## src/rtl/score_display.sv

```systemverilog
// Multi-digit decimal score overlay: sequential binary-to-BCD conversion plus registered 3x5 glyph rendering.
// Optional build macro LEADING_ZERO_BLANK_EN suppresses leading zero digits (last digit always drawn).
module score_display #(
    parameter int unsigned DIGITS     = 4,
    parameter int unsigned BIN_W      = 14,
    parameter logic [9:0]  H_POS      = 10'd30,
    parameter logic [9:0]  V_POS      = 10'd30,
    parameter int unsigned CELL_SHIFT = 4,
    parameter logic [23:0] COLOR      = 24'hff0000
) (
    input  logic             clk,
    input  logic             rst_n,
    input  logic [BIN_W-1:0] value,
    input  logic             load,
    input  logic [9:0]       hcounter,
    input  logic [9:0]       vcounter,
    output logic             busy,
    output logic             visible,
    output logic [23:0]      rgb
);

    localparam int unsigned BCD_W   = DIGITS * 4;
    localparam int unsigned CNT_W   = $clog2(BIN_W + 1);
    localparam int unsigned CELL    = 1 << CELL_SHIFT;
    localparam int unsigned AREA_W  = DIGITS * 4 * CELL;
    localparam int unsigned AREA_H  = 5 * CELL;
    localparam int unsigned MAX_VAL = 10 ** DIGITS - 1;

    typedef enum logic [1:0] {IDLE, SHIFT, COMMIT} state_t;

    state_t             state, state_nx;
    logic [BIN_W-1:0]   shreg;
    logic [BCD_W-1:0]   bcd, bcd_adj, disp;
    logic [CNT_W-1:0]   cnt;
    logic               sat;
    logic               pend_vld;
    logic [BIN_W-1:0]   pend_val;
    logic               start, commit;
    logic [BIN_W-1:0]   start_val;

    always_ff @(posedge clk or negedge rst_n) begin
        if (!rst_n) state <= IDLE;
        else        state <= state_nx;
    end

    // Next state; a load or pending value during COMMIT restarts conversion on the commit edge
    always_comb begin
        state_nx  = state;
        start     = 1'b0;
        commit    = 1'b0;
        start_val = value;
        case (state)
            IDLE: begin
                if (load) begin
                    state_nx = SHIFT;
                    start    = 1'b1;
                end
            end
            SHIFT: begin
                if (cnt == CNT_W'(BIN_W - 1)) state_nx = COMMIT;
            end
            COMMIT: begin
                commit = 1'b1;
                if (load) begin
                    state_nx = SHIFT;
                    start    = 1'b1;
                end else if (pend_vld) begin
                    state_nx  = SHIFT;
                    start     = 1'b1;
                    start_val = pend_val;
                end else begin
                    state_nx = IDLE;
                end
            end
            default: state_nx = IDLE;
        endcase
    end

    always_comb begin
        bcd_adj = bcd;
        for (int i = 0; i < int'(DIGITS); i++) begin
            if (bcd[i*4 +: 4] >= 4'd5) bcd_adj[i*4 +: 4] = bcd[i*4 +: 4] + 4'd3;
        end
    end

    // Only the low DIGITS nibbles are kept; overflow is covered by the capture-time saturation flag
    always_ff @(posedge clk or negedge rst_n) begin
        if (!rst_n) begin
            shreg    <= '0;
            bcd      <= '0;
            cnt      <= '0;
            sat      <= 1'b0;
            disp     <= '0;
            pend_vld <= 1'b0;
            pend_val <= '0;
            busy     <= 1'b0;
        end else begin
            busy <= (state_nx != IDLE);
            if (start) begin
                shreg <= start_val;
                bcd   <= '0;
                cnt   <= '0;
                sat   <= (32'(start_val) > MAX_VAL);
            end else if (state == SHIFT) begin
                {bcd, shreg} <= {bcd_adj[BCD_W-2:0], shreg, 1'b0};
                cnt          <= cnt + CNT_W'(1);
            end
            if (commit) disp <= sat ? {DIGITS{4'd9}} : bcd;
            if (commit && start) begin
                pend_vld <= 1'b0;
            end else if (load && state != IDLE) begin
                pend_vld <= 1'b1;
                pend_val <= value;
            end
        end
    end

    function automatic logic [14:0] glyph(input logic [3:0] d);
        case (d)
            4'd1:    glyph = 15'b001_001_001_001_001;
            4'd2:    glyph = 15'b111_001_111_100_111;
            4'd3:    glyph = 15'b111_001_111_001_111;
            4'd4:    glyph = 15'b101_101_111_001_001;
            4'd5:    glyph = 15'b111_100_111_001_111;
            4'd6:    glyph = 15'b111_100_111_101_111;
            4'd7:    glyph = 15'b111_001_001_001_001;
            4'd8:    glyph = 15'b111_101_111_101_111;
            4'd9:    glyph = 15'b111_101_111_001_001;
            default: glyph = 15'b111_101_101_101_111;
        endcase
    endfunction

    logic [9:0]        dx, dy, idx;
    logic [1:0]        col;
    logic [2:0]        row;
    logic [3:0]        nib;
    logic [DIGITS-1:0] lead;
    logic [14:0]       g;
    logic [2:0]        rbits;
    logic              in_area, blank, lit_c;

    // Leading-zero mask from the displayed register only
    always_comb begin
        lead = '0;
`ifdef LEADING_ZERO_BLANK_EN
        begin
            logic lz;
            lz = 1'b1;
            for (int i = 0; i < int'(DIGITS) - 1; i++) begin
                lz      = lz && (disp[(int'(DIGITS)-1-i)*4 +: 4] == 4'd0);
                lead[i] = lz;
            end
        end
`endif
    end

    always_comb begin
        dx      = hcounter - H_POS;
        dy      = vcounter - V_POS;
        idx     = dx >> (CELL_SHIFT + 2);
        col     = 2'(dx >> CELL_SHIFT);
        row     = 3'(dy >> CELL_SHIFT);
        in_area = (hcounter >= H_POS) && (vcounter >= V_POS) &&
                  (32'(dx) < AREA_W) && (32'(dy) < AREA_H) && (col != 2'd3);
        nib   = 4'd0;
        blank = 1'b0;
        for (int i = 0; i < int'(DIGITS); i++) begin
            if (idx == 10'(i)) begin
                nib   = disp[(int'(DIGITS)-1-i)*4 +: 4];
                blank = lead[i];
            end
        end
        g = glyph(nib);
        case (row)
            3'd0:    rbits = g[14:12];
            3'd1:    rbits = g[11:9];
            3'd2:    rbits = g[8:6];
            3'd3:    rbits = g[5:3];
            3'd4:    rbits = g[2:0];
            default: rbits = 3'd0;
        endcase
        case (col)
            2'd0:    lit_c = rbits[2];
            2'd1:    lit_c = rbits[1];
            default: lit_c = rbits[0];
        endcase
        lit_c = lit_c && in_area && !blank;
    end

    always_ff @(posedge clk or negedge rst_n) begin
        if (!rst_n) begin
            visible <= 1'b0;
            rgb     <= '0;
        end else begin
            visible <= lit_c;
            rgb     <= lit_c ? COLOR : 24'd0;
        end
    end

endmodule

```

## config.mk

```make
export PLATFORM = sky130hd
export DESIGN_NAME = score_display
export DESIGN_NICKNAME = d
export VERILOG_FILES = /design/src/rtl/score_display.sv
export SDC_FILE = /design/constraint.sdc
export NUM_CORES = 1
export LEC_CHECK = 0
export ABC_AREA = 1
export ABC_CLOCK_PERIOD_IN_PS = 5200
export BUFFER_PORTS_ARGS = -buffer_cell sky130_fd_sc_hd__clkbuf_2
export CORE_ASPECT_RATIO = 0.5
export CORE_MARGIN = 3
export CORE_UTILIZATION = 62
export DETAILED_ROUTE_END_ITERATION = 10
export HOLD_SLACK_MARGIN = 0.12
export PLACE_DENSITY_LB_ADDON = 0.25
export RECOVER_POWER = 100
export SYNTH_ARGS = -nofsm -noshare
export SYNTH_HDL_FRONTEND = slang
export SYNTH_SLANG_ARGS = --single-unit
```

## constraint.sdc

```tcl
create_clock -name clk -period 5.2 [get_ports clk]
set_input_delay 1.04 -clock clk [delete_from_list [all_inputs] [get_ports clk]]
set_output_delay 1.04 -clock clk [all_outputs]
set_load 0.01 [all_outputs]
```

==> results of run 1 <==
-- power by group through the flow --
stage	Sequential [mW]	Clock (mW)	Combinational, mW
2_1_floorplan	0.889	0	0.703
3_3_place_gp	0.926	0	0.829
3_5_place_dp	0.934	0	0.861
4_1_cts	0.930	0.597	0.875
5_1_grt	0.961	0.622	1.02
6_report	0.931	0.591	0.870
-- logic make-up (layout without fill, tap and decap cells) --
group                    Yosys count  in the layout  share of synthesized area, %
AND/OR/NAND/NOR                  210            210                         23.81
buffers and inverters            115            139                         12.34
AO/OA/AOI/OAI                    108            108                         15.44
flip-flops                        70             70                         40.95
adder cells (fa/ha/maj)           16             16                         4.680
XOR/XNOR                           7              7                         1.433
multiplexers                       5              5                         1.258
other                              1             16                       0.08766
-- layer usage --
metal / global-route usage [%] / vias to the layer above / wire length, um
li1: - / 1776 / -
met1: 30.07 / 1620 / 3787
met2: 38.47 / 127 / 3867
met3: 6.364 / 13 / 618
met4: 5.379 / 0 / 83
met5: 0 / - / 0
-- worst paths after layout --
path | endpoint | depth (start not counted) | slack [ps]
min | pend_val[1] | 2 | 490
min in group asynchronous | pend_val[5] | 1 | 1220
max reg2reg | sat | 8 | 1460
max in group asynchronous | bcd[3] | 2 | 1590
max | sat | 8 | 1460
min reg2reg | pend_val[1] | 2 | 490
-- stage by stage --
stage / setup slack (ps) / cell area, um2 / hold slack (ps) / util [%] / total power [mW]
after floorplan: 2330 / 4334 / 447.9 / - / 1.592
after global placement: 2009 / 4443 / 462.1 / 69.90 / 1.755
after detailed placement: 1908 / 4443 / 475.1 / 69.90 / 1.795
after CTS: 2063 / 4733 / 489.4 / 74.47 / 2.401
after global routing: 919.5 / 4703 / 509.2 / 74.00 / 2.603
final: 1458 / 4703 / 486.1 / 74.00 / 2.392
-- area by class of cell --
| cell class | count | area [um2] |
|---|---|---|
| inverters | 77 | 291.5 |
| flip-flops and latches | 70 | 1752 |
| well taps | 88 | 110.1 |
| multi-input cells | 362 | 2046 |
| clock buffers | 9 | 225.2 |
| repair buffers | 46 | 214.0 |
| clock inverters | 7 | 65.06 |
| fillers | 506 | 1653 |
-- state kept, by name (all words and copies together), names as in the netlist --
signal,cells
cnt,4
bcd,16
sat,1
pend_vld,1
rgb,1
pend_val,14
busy,1
state,2
disp,16
shreg,14
-- worst reg2reg max path, stage by stage, from the launching register on --
cell and delay, ps:
dfrtp_1 500, nor2_1 1130, nand2_1 210, nor2_1 810, o21ai_0 280, nor4_1 360
o211ai_1 140, nand2_1 90, o21ai_0 80
-- placed cells by master, fill, tap and decap left out, drive strengths merged, types with 4 or more instances in the layout --
| cell type | instances |
|---|---|
| a21oi | 8 |
| a31oi | 8 |
| clkbuf | 55 |
| clkinv | 5 |
| conb | 16 |
| dfrtp | 70 |
| ha | 16 |
| inv | 76 |
| nand2 | 102 |
| nand3 | 44 |
| nor2 | 55 |
| nor3 | 4 |
| o21ai | 63 |
| o221ai | 11 |
| o22ai | 7 |
| xor2 | 5 |
==> flow_summary.toml, run 1 <==
[clock_tree]
clock_path_buffers = 2
postCtsHoldBufs = 0
cts_resized = 0
cts_num_sinks = 70
root_buffer = "clkbuf_16"
cts_tree = "yes"
cts_htree_levels = 3
clock_latency_ps = 330
cts.clk_slew.worst_paths_ps = 60
post-cts-setup-buffer-count = 0
cts_buffers = 9

[grt]
antenna_found_initial = 0
grt_overflow = 0
gr-usage-all-layers_pct = 23.04
grt_max_degree = 38
grt_pass1_vias = 3317
grt_pass1_wl_um = 14710

[die]
die_x_um = 123.5
start_util_pct = 67.30
io_pins = 63
die_h_um = 64.74
dieArea_mm2 = 0.007993
fp-row-count = 20
core-area_mm2 = 0.006356

[route]
via_per_inst = 5.366
drt_pass1_iterations = 5
route.detailed.drc = 0
wire_per_inst_um = 12.68
via_count = 3536
ant_nets = 0
routed_wirelength_um = 8356
drt_iter0_drc = 230

[synth]
yosys-top-cells-area = "dfrtp_1 41%, nand2_1 7.8%, o21ai_0 6.9%, inv_1 6.6%, ha_1 4.7%"
synth.distinct_cells = 43
synth_common_cells = "89 x nand2_1, 75 x inv_1, 70 x dfrtp_1, 59 x o21ai_0, 42 x nor2_1"
syn-cell-area_mm2 = 0.004278
synth-seq-cells = 70
synth_enable_flop_cells = 0
synth_top_area_share_pct = 40.95
synth_area_per_cell_um2 = 8.041
ys_async_sr_fraction_pct = 100.0
synth_area_leader_cell = "dfrtp_1"
postSynthCellCount = 532
yosysSeqAreaShare_pct = 40.95
synthMostInstantiatedCell = "nand2_1"
synth_ff_type = "dfrtp_1"
yosysWarnings = 0

[worst_setup_path]
critPathMaxStageDelay_ps = 1130
path_class = "flip-flop to flip-flop"
setup.worst_path.start = "state[0]"
path_cells = "nor2_1 -> nand2_1 -> nor2_1 -> o21ai_0 -> nor4_1 -> o211ai_1 -> nand2_1 -> o21ai_0"
critPathTopFamily = "simple AND/OR/NAND/NOR gates"
crit_required_ps = 5390
startpoint_type = "flip-flop"
crit_path_end_kind = "flip-flop"
critPathArrivalTime_ps = 3930
r2r_start = "state[0]"
path_max_fanout = 25
path_buf_inv = 0
crit_slowest_cell = "nor2_1"

[run_status]
status = "finished, violations left"
violations = "max-capacitance violations, max-slew violations"

[placed_design]
gp_congestion = 0.8338
place_inst = 643
io_buffer_count = 44
dp_hpwl_um = 5982

[pwr]
powerDensity_mw_per_mm2 = 508.6
internal-power_mw = 1.464
combPwrFrac_pct = 36.4
pwr-share-seq_pct = 38.9
p_clk_share_pct = 24.7
swShare_pct = 38.79
power_switching_uw = 927.9
ir_drop_mv = 0.3074
p_leak_nw = 2.314

[timing]
period_minus_slack_ps = 3742
finalSetupTns_ps = 0
rsz0062_at_grt = "no"
max_slew.worst_pin.slew_ps = 1879
setup_viol = 0
fin_crit_sh_pct = 71.96
timing.slew.headroom_pct = -25.27
hold_viol_final = 0
slew_violations = 73
skew_ps = 6.159
fmax_mhz = 267.3

[cells_and_area]
diodes = 0
fin_nets = 619
drive_above_1_share_pct = 15.94
synthToLayoutAreaGrowth_pct = 9.944
layout.cells.non_filler = 659

[hold_path]
hold_path.startpoint = "pend_val[1]"
hold_class = "flip-flop to flip-flop"

[job]
maxCapViolCount = 2
Power figures use the tool's default switching activity.
==> inputs of run 2 (changes only) <==
Settings changed: ABC_CLOCK_PERIOD_IN_PS 5200 to 3200, CORE_UTILIZATION 62 to 52.
Clock period 5.2 ns to 3.2 ns, I/O delays scaled along.
==> run 2 against run 1 <==
The run still ends with max-capacitance violations, max-slew violations left. Combinational power is 64% higher. Critical path type unchanged. Hold slack barely moved. Final cell count is 3.3% higher. Sequential share of layout area decreased by 0.50 points. First-iteration DRC count fell by 27%. Cell area up 1.4%. Flip-flop and latch count did not move. Register-to-register slack worse by 1000 ps. Via count down 2.4%. Setup slack got worse by 1000 ps. Non-clock buffer count rose by 2.
==> flow_summary.toml, run 2 (synthesized netlist as in run 1, its figures left out) <==
[run_status]
status = "finished, violations left"
violations = "max-capacitance violations, max-slew violations"

[timing]
fin_crit_sh_pct = 86.27
fmax_mhz = 362.2
hold_viol_final = 0
timing.slew.headroom_pct = -12.56
slew_violations = 71
finalSetupTns_ps = 0
skew_ps = 5.451
period_minus_slack_ps = 2761
setup_viol = 0
layout_setup_ws_ps = 439.3
rsz0062_at_grt = "no"
max_slew.worst_pin.slew_ps = 1688

[job]
maxCapViolCount = 1

[worst_setup_path]
critPathMaxStageDelay_ps = 630
crit_path_end_kind = "flip-flop"
reg2reg_depth = 7
path_buf_inv = 2
setup.worst_path.start = "state[0]"
path_max_fanout = 17
r2r_start = "state[0]"
crit_slowest_cell = "clkbuf_1"
rr_endpoint = "bcd[7]"
critPathTopFamily = "buffers and inverters"
critPathArrivalTime_ps = 2930
path_class = "flip-flop to flip-flop"
path_cells = "nor2_1 -> nand2_1 -> nand2_1 -> nor2_1 -> inv_1 -> clkbuf_1 -> o21ai_0"
r2r_setup_slack_ps = 440
startpoint_type = "flip-flop"
crit_required_ps = 3370

[clock_tree]
cts_tree = "yes"
cts.clk_slew.worst_paths_ps = 60
cts_resized = 0
clock_latency_ps = 330
cts_num_sinks = 70
root_buffer = "clkbuf_16"
cts_buffers = 9
cts_htree_levels = 3
clock_path_buffers = 2
postCtsHoldBufs = 0
post-cts-setup-buffer-count = 0

[die]
die_x_um = 134.3
fp-row-count = 22
io_pins = 63
core-area_mm2 = 0.007652
start_util_pct = 55.90
die_h_um = 70.14
dieArea_mm2 = 0.009417

[pwr]
combPwrFrac_pct = 36.2
ir_drop_mv = 0.4281
power_switching_mw = 1.532
swShare_pct = 38.75
power_mw = 3.952
pwr-share-seq_pct = 38.4
internal-power_mw = 2.420
p_leak_nw = 2.325
p_clk_share_pct = 25.4
powerDensity_mw_per_mm2 = 829.0

[route]
drt_iter0_drc = 167
route.detailed.drc = 0
via_count = 3451
routed_wirelength_um = 8549
wire_per_inst_um = 12.55
ant_nets = 0
via_per_inst = 5.068
drt_pass1_iterations = 4

[cells_and_area]
drive_above_1_share_pct = 16.75
synthToLayoutAreaGrowth_pct = 11.44
layout.cells.non_filler = 681
layout_commonest_cell = "nand2_1"
fin_nets = 621
most-common-layout-cells = "89 x nand2_1, 75 x inv_1, 70 x dfrtp_1, 60 x o21ai_0, 43 x nor2_1"
regArea_mm2 = 0.001752
diodes = 0
fill_cells = 701
reg.largest.list = "bcd: 16 flops, disp: 16 flops"
multi_input_area_mm2 = 0.002052

[grt]
use_met2_pct = 31.87
grt_pass1_vias = 3332
grt_use_met3_pct = 4.245
grt_overflow = 0
gr-usage-all-layers_pct = 18.89
antenna_found_initial = 0
grt_pass1_wl_um = 14760
grtUsageMet1_pct = 24.81
grt_max_degree = 71
top_usage_layer = "met2"

[placed_design]
gp_congestion = 0.7931
dp_hpwl_um = 6059
io_buffer_count = 44
place_inst = 665
post-place-ws_ps = 349.3

[hold_path]
whs_endpoint = "pend_val[10]"
hold_class = "flip-flop to flip-flop"
min_path_cells = 2
hold_path.startpoint = "pend_val[10]"
run 2: worst register-to-register path, cell delays in order (launching register included):
cell and delay [ps]:
dfrtp_1 520, nor2_1 220, nand2_1 110, nand2_1 360
nor2_1 190, inv_1 380, clkbuf_1 630, o21ai_0 200
run 2: power by group through the flow:
| stage | registers [mW] | clock network, mW | logic, mW |
|---|---|---|---|
| CTS | 1.51 | 1.02 | 1.45 |
| global route | 1.56 | 1.07 | 1.65 |
| global placement | 1.51 | 0 | 1.37 |
| floorplan | 1.44 | 0 | 1.14 |
| finish | 1.52 | 1.00 | 1.43 |
| detailed placement | 1.52 | 0 | 1.42 |
run 2: worst max-delay path by stage:
| stage | end | cells past startpoint | slack, ps |
|---|---|---|---|
| 4_1_cts | rgb[22] | 21 | 680 |
| 6_report | bcd[7] | 7 | 440 |
| 3_5_place_dp | rgb[22] | 21 | 350 |
| 5_1_grt | bcd[4] | 7 | 210 |
| 2_1_floorplan | rgb[22] | 21 | 730 |
| 3_3_place_gp | rgb[22] | 21 | 390 |
run 2: per-layer routing:
| metal | up-vias | share of wire (%) |
|---|---|---|
| met5 | - | 0 |
| met4 | 0 | 1.1 |
| met3 | 10 | 4.6 |
| met1 | 1580 | 50 |
| met2 | 78 | 45 |
| li1 | 1783 | - |
run 2: layout make-up:
| type | count | area share, % |
|---|---|---|
| multi-input cells | 362 | 43.04 |
| flip-flops and latches | 70 | 36.75 |
| inverters | 77 | 6.115 |
| clock buffers | 10 | 5.013 |
| repair buffers | 48 | 4.777 |
| well taps | 108 | 2.835 |
| clock inverters | 6 | 1.470 |
run 2: per-stage QoR:
step	cell area [um2]	hold slack, ps	utilization, %
global placement	4496	465.4	58.75
finish	4767	485.6	62.30
detailed placement	4496	474.8	58.75
floorplan	4334	344.4	-
CTS	4805	341.3	62.79
global route	4767	504.2	62.30
==> inputs of run 3 (changes only) <==
Settings changed: REMOVE_ABC_BUFFERS from default to 1.
==> run 3 against run 2 <==
First-iteration DRC count shrank 17%. The flow still finishes with violations (max-capacitance violations, max-slew violations). Largest power group unchanged. Cell area is essentially flat. Register-to-register slack improved by 310 ps. Core utilization barely moved. Clock skew rose by 0.61 ps. Final cell count unchanged. Die area did not move. Via count grew 0.99%. Setup slack improved by 190 ps. Critical endpoint is now rgb[22].
==> flow_summary.toml, run 3 (synthesized netlist as in run 1, its figures left out) <==
[clock_tree]
cts_num_sinks = 70
post-cts-setup-buffer-count = 0
postCtsHoldBufs = 0
clock_latency_ps = 320
cts_tree = "yes"
cts_resized = 0
clock_path_buffers = 2
cts.clk_slew.worst_paths_ps = 60
root_buffer = "clkbuf_16"
cts_htree_levels = 3
cts_buffers = 9

[die]
dieArea_mm2 = 0.009417
die_x_um = 134.3
die_h_um = 70.14
fp-row-count = 22
start_util_pct = 55.90
core-area_mm2 = 0.007652
io_pins = 63

[cells_and_area]
drive_above_1_share_pct = 16.40
diodes = 0
layout.cells.non_filler = 681
fin_nets = 621
synthToLayoutAreaGrowth_pct = 11.38
reg.largest.list = "bcd: 16 flops, disp: 16 flops"
most-common-layout-cells = "90 x nand2_1, 75 x inv_1, 70 x dfrtp_1, 60 x o21ai_0, 43 x nor2_1"
final_cell_area_mm2 = 0.004765
fill_cells = 703
layout_commonest_cell = "nand2_1"

[worst_setup_path]
critPathTopFamily = "simple AND/OR/NAND/NOR gates"
path_class = "input port to flip-flop"
crit_path_end_kind = "flip-flop"
critPathArrivalTime_ps = 2820
path_buf_inv = 5
critPathMaxStageDelay_ps = 200
crit_required_ps = 3450
crit_slowest_cell = "o21ai_0"
cpMostUsedCell = "nand2_1"
path_max_fanout = 9
startpoint_type = "input port"
path_cells = "clkbuf_2 -> nand2_1 -> inv_1 -> nand2_2 -> nand3_2 -> nand2_2 -> nand2_4 -> inv_4 -> nand2_1 -> o21ai_0 -> o21ai_0 -> inv_1 -> ha_1 -> inv_1 -> nor2_1 -> nor2_1 -> nor2_1 -> nor2_2 -> nand2_1 -> nand2_1 -> a21oi_2"

[run_status]
status = "finished, violations left"
violations = "max-capacitance violations, max-slew violations"

[hold_path]
hold_class = "flip-flop to flip-flop"

[timing]
period_minus_slack_ps = 2569
setup_viol = 0
fin_crit_sh_pct = 80.28
whs_ps = 481.6
timing.slew.headroom_pct = -6.698
skew_ps = 6.060
rsz0062_at_grt = "no"
slew_violations = 32
finalSetupTns_ps = 0
max_slew.worst_pin.slew_ps = 1600
hold_viol_final = 0
fmax_mhz = 389.3

[route]
via_count = 3485
wire_per_inst_um = 12.30
via_per_inst = 5.117
drt_pass1_iterations = 4
ant_nets = 0
route.detailed.drc = 0
routed_wirelength_um = 8375
drt_iter0_drc = 138

[placed_design]
place_inst = 665
place_area_mm2 = 0.004483
io_buffer_count = 44
gp_congestion = 0.8256
dp_hpwl_um = 6095

[pwr]
pwr-share-seq_pct = 38.6
combPwrFrac_pct = 35.7
internal-power_mw = 2.433
p_clk_share_pct = 25.7
swShare_pct = 37.84
power_switching_mw = 1.481
ir_drop_mv = 0.4673
p_leak_nw = 2.325
powerDensity_mw_per_mm2 = 821.6

[grt]
grt_pass1_vias = 3474
gr-usage-all-layers_pct = 19.58
antenna_found_initial = 0
grt_max_degree = 32
grt_overflow = 0
grt_pass1_wl_um = 15370
top_usage_layer = "met2"
use_met2_pct = 32.37
grtUsageMet1_pct = 26.10
grt_use_met3_pct = 4.604

[job]
maxCapViolCount = 1
-- run 3: power groups by stage --
stage / Sequential (mW) / Combinational (mW) / Clock (mW)
after global routing: 1.56 / 1.65 / 1.07
final: 1.51 / 1.40 / 1.01
after floorplan: 1.45 / 1.08 / 0
after global placement: 1.51 / 1.36 / 0
after detailed placement: 1.52 / 1.41 / 0
after CTS: 1.51 / 1.41 / 1.03
-- run 3: cell type report --
cell class	count	area [um2]	area share, %
flip-flops and latches	70	1752	36.76
repair buffers	48	226.5	4.753
inverters	77	291.5	6.119
multi-input cells	362	2049	43.01
clock inverters	5	57.56	1.208
clock buffers	11	252.7	5.305
well taps	108	135.1	2.836
-- run 3: tightest hold or removal path, cell delays in order (launching register included) --
cell and delay (ps):
dfrtp_1 340, nand2_1 50, o21ai_0 60
-- run 3: final timing paths --
kind	start	endpoint	slack [ps]	depth (start not counted)
worst min register to register	pend_val[9]	pend_val[9]	480	2
worst max register to register	state[1]	pend_val[0]	750	7
min in group asynchronous	rst_n	shreg[0]	710	1
max in group asynchronous	rst_n	bcd[1]	1040	2
worst min-delay path	pend_val[9]	pend_val[9]	480	2
worst max-delay path	hcounter[3]	rgb[22]	630	21
-- run 3: through the flow --
step / worst slack (ps) / power (mW) / utilization, %
floorplan: 730.1 / 2.537 / -
global placement: 382.3 / 2.867 / 58.58
detailed placement: 333.9 / 2.928 / 58.58
CTS: 671.3 / 3.954 / 62.64
global route: 253.5 / 4.282 / 62.26
finish: 631.2 / 3.914 / 62.26
-- run 3: metal layers --
metal,share of wire [%],vias up
li1,-,1785
met1,49,1609
met2,45,84
met3,5.6,7
met4,0.86,0
met5,0,-
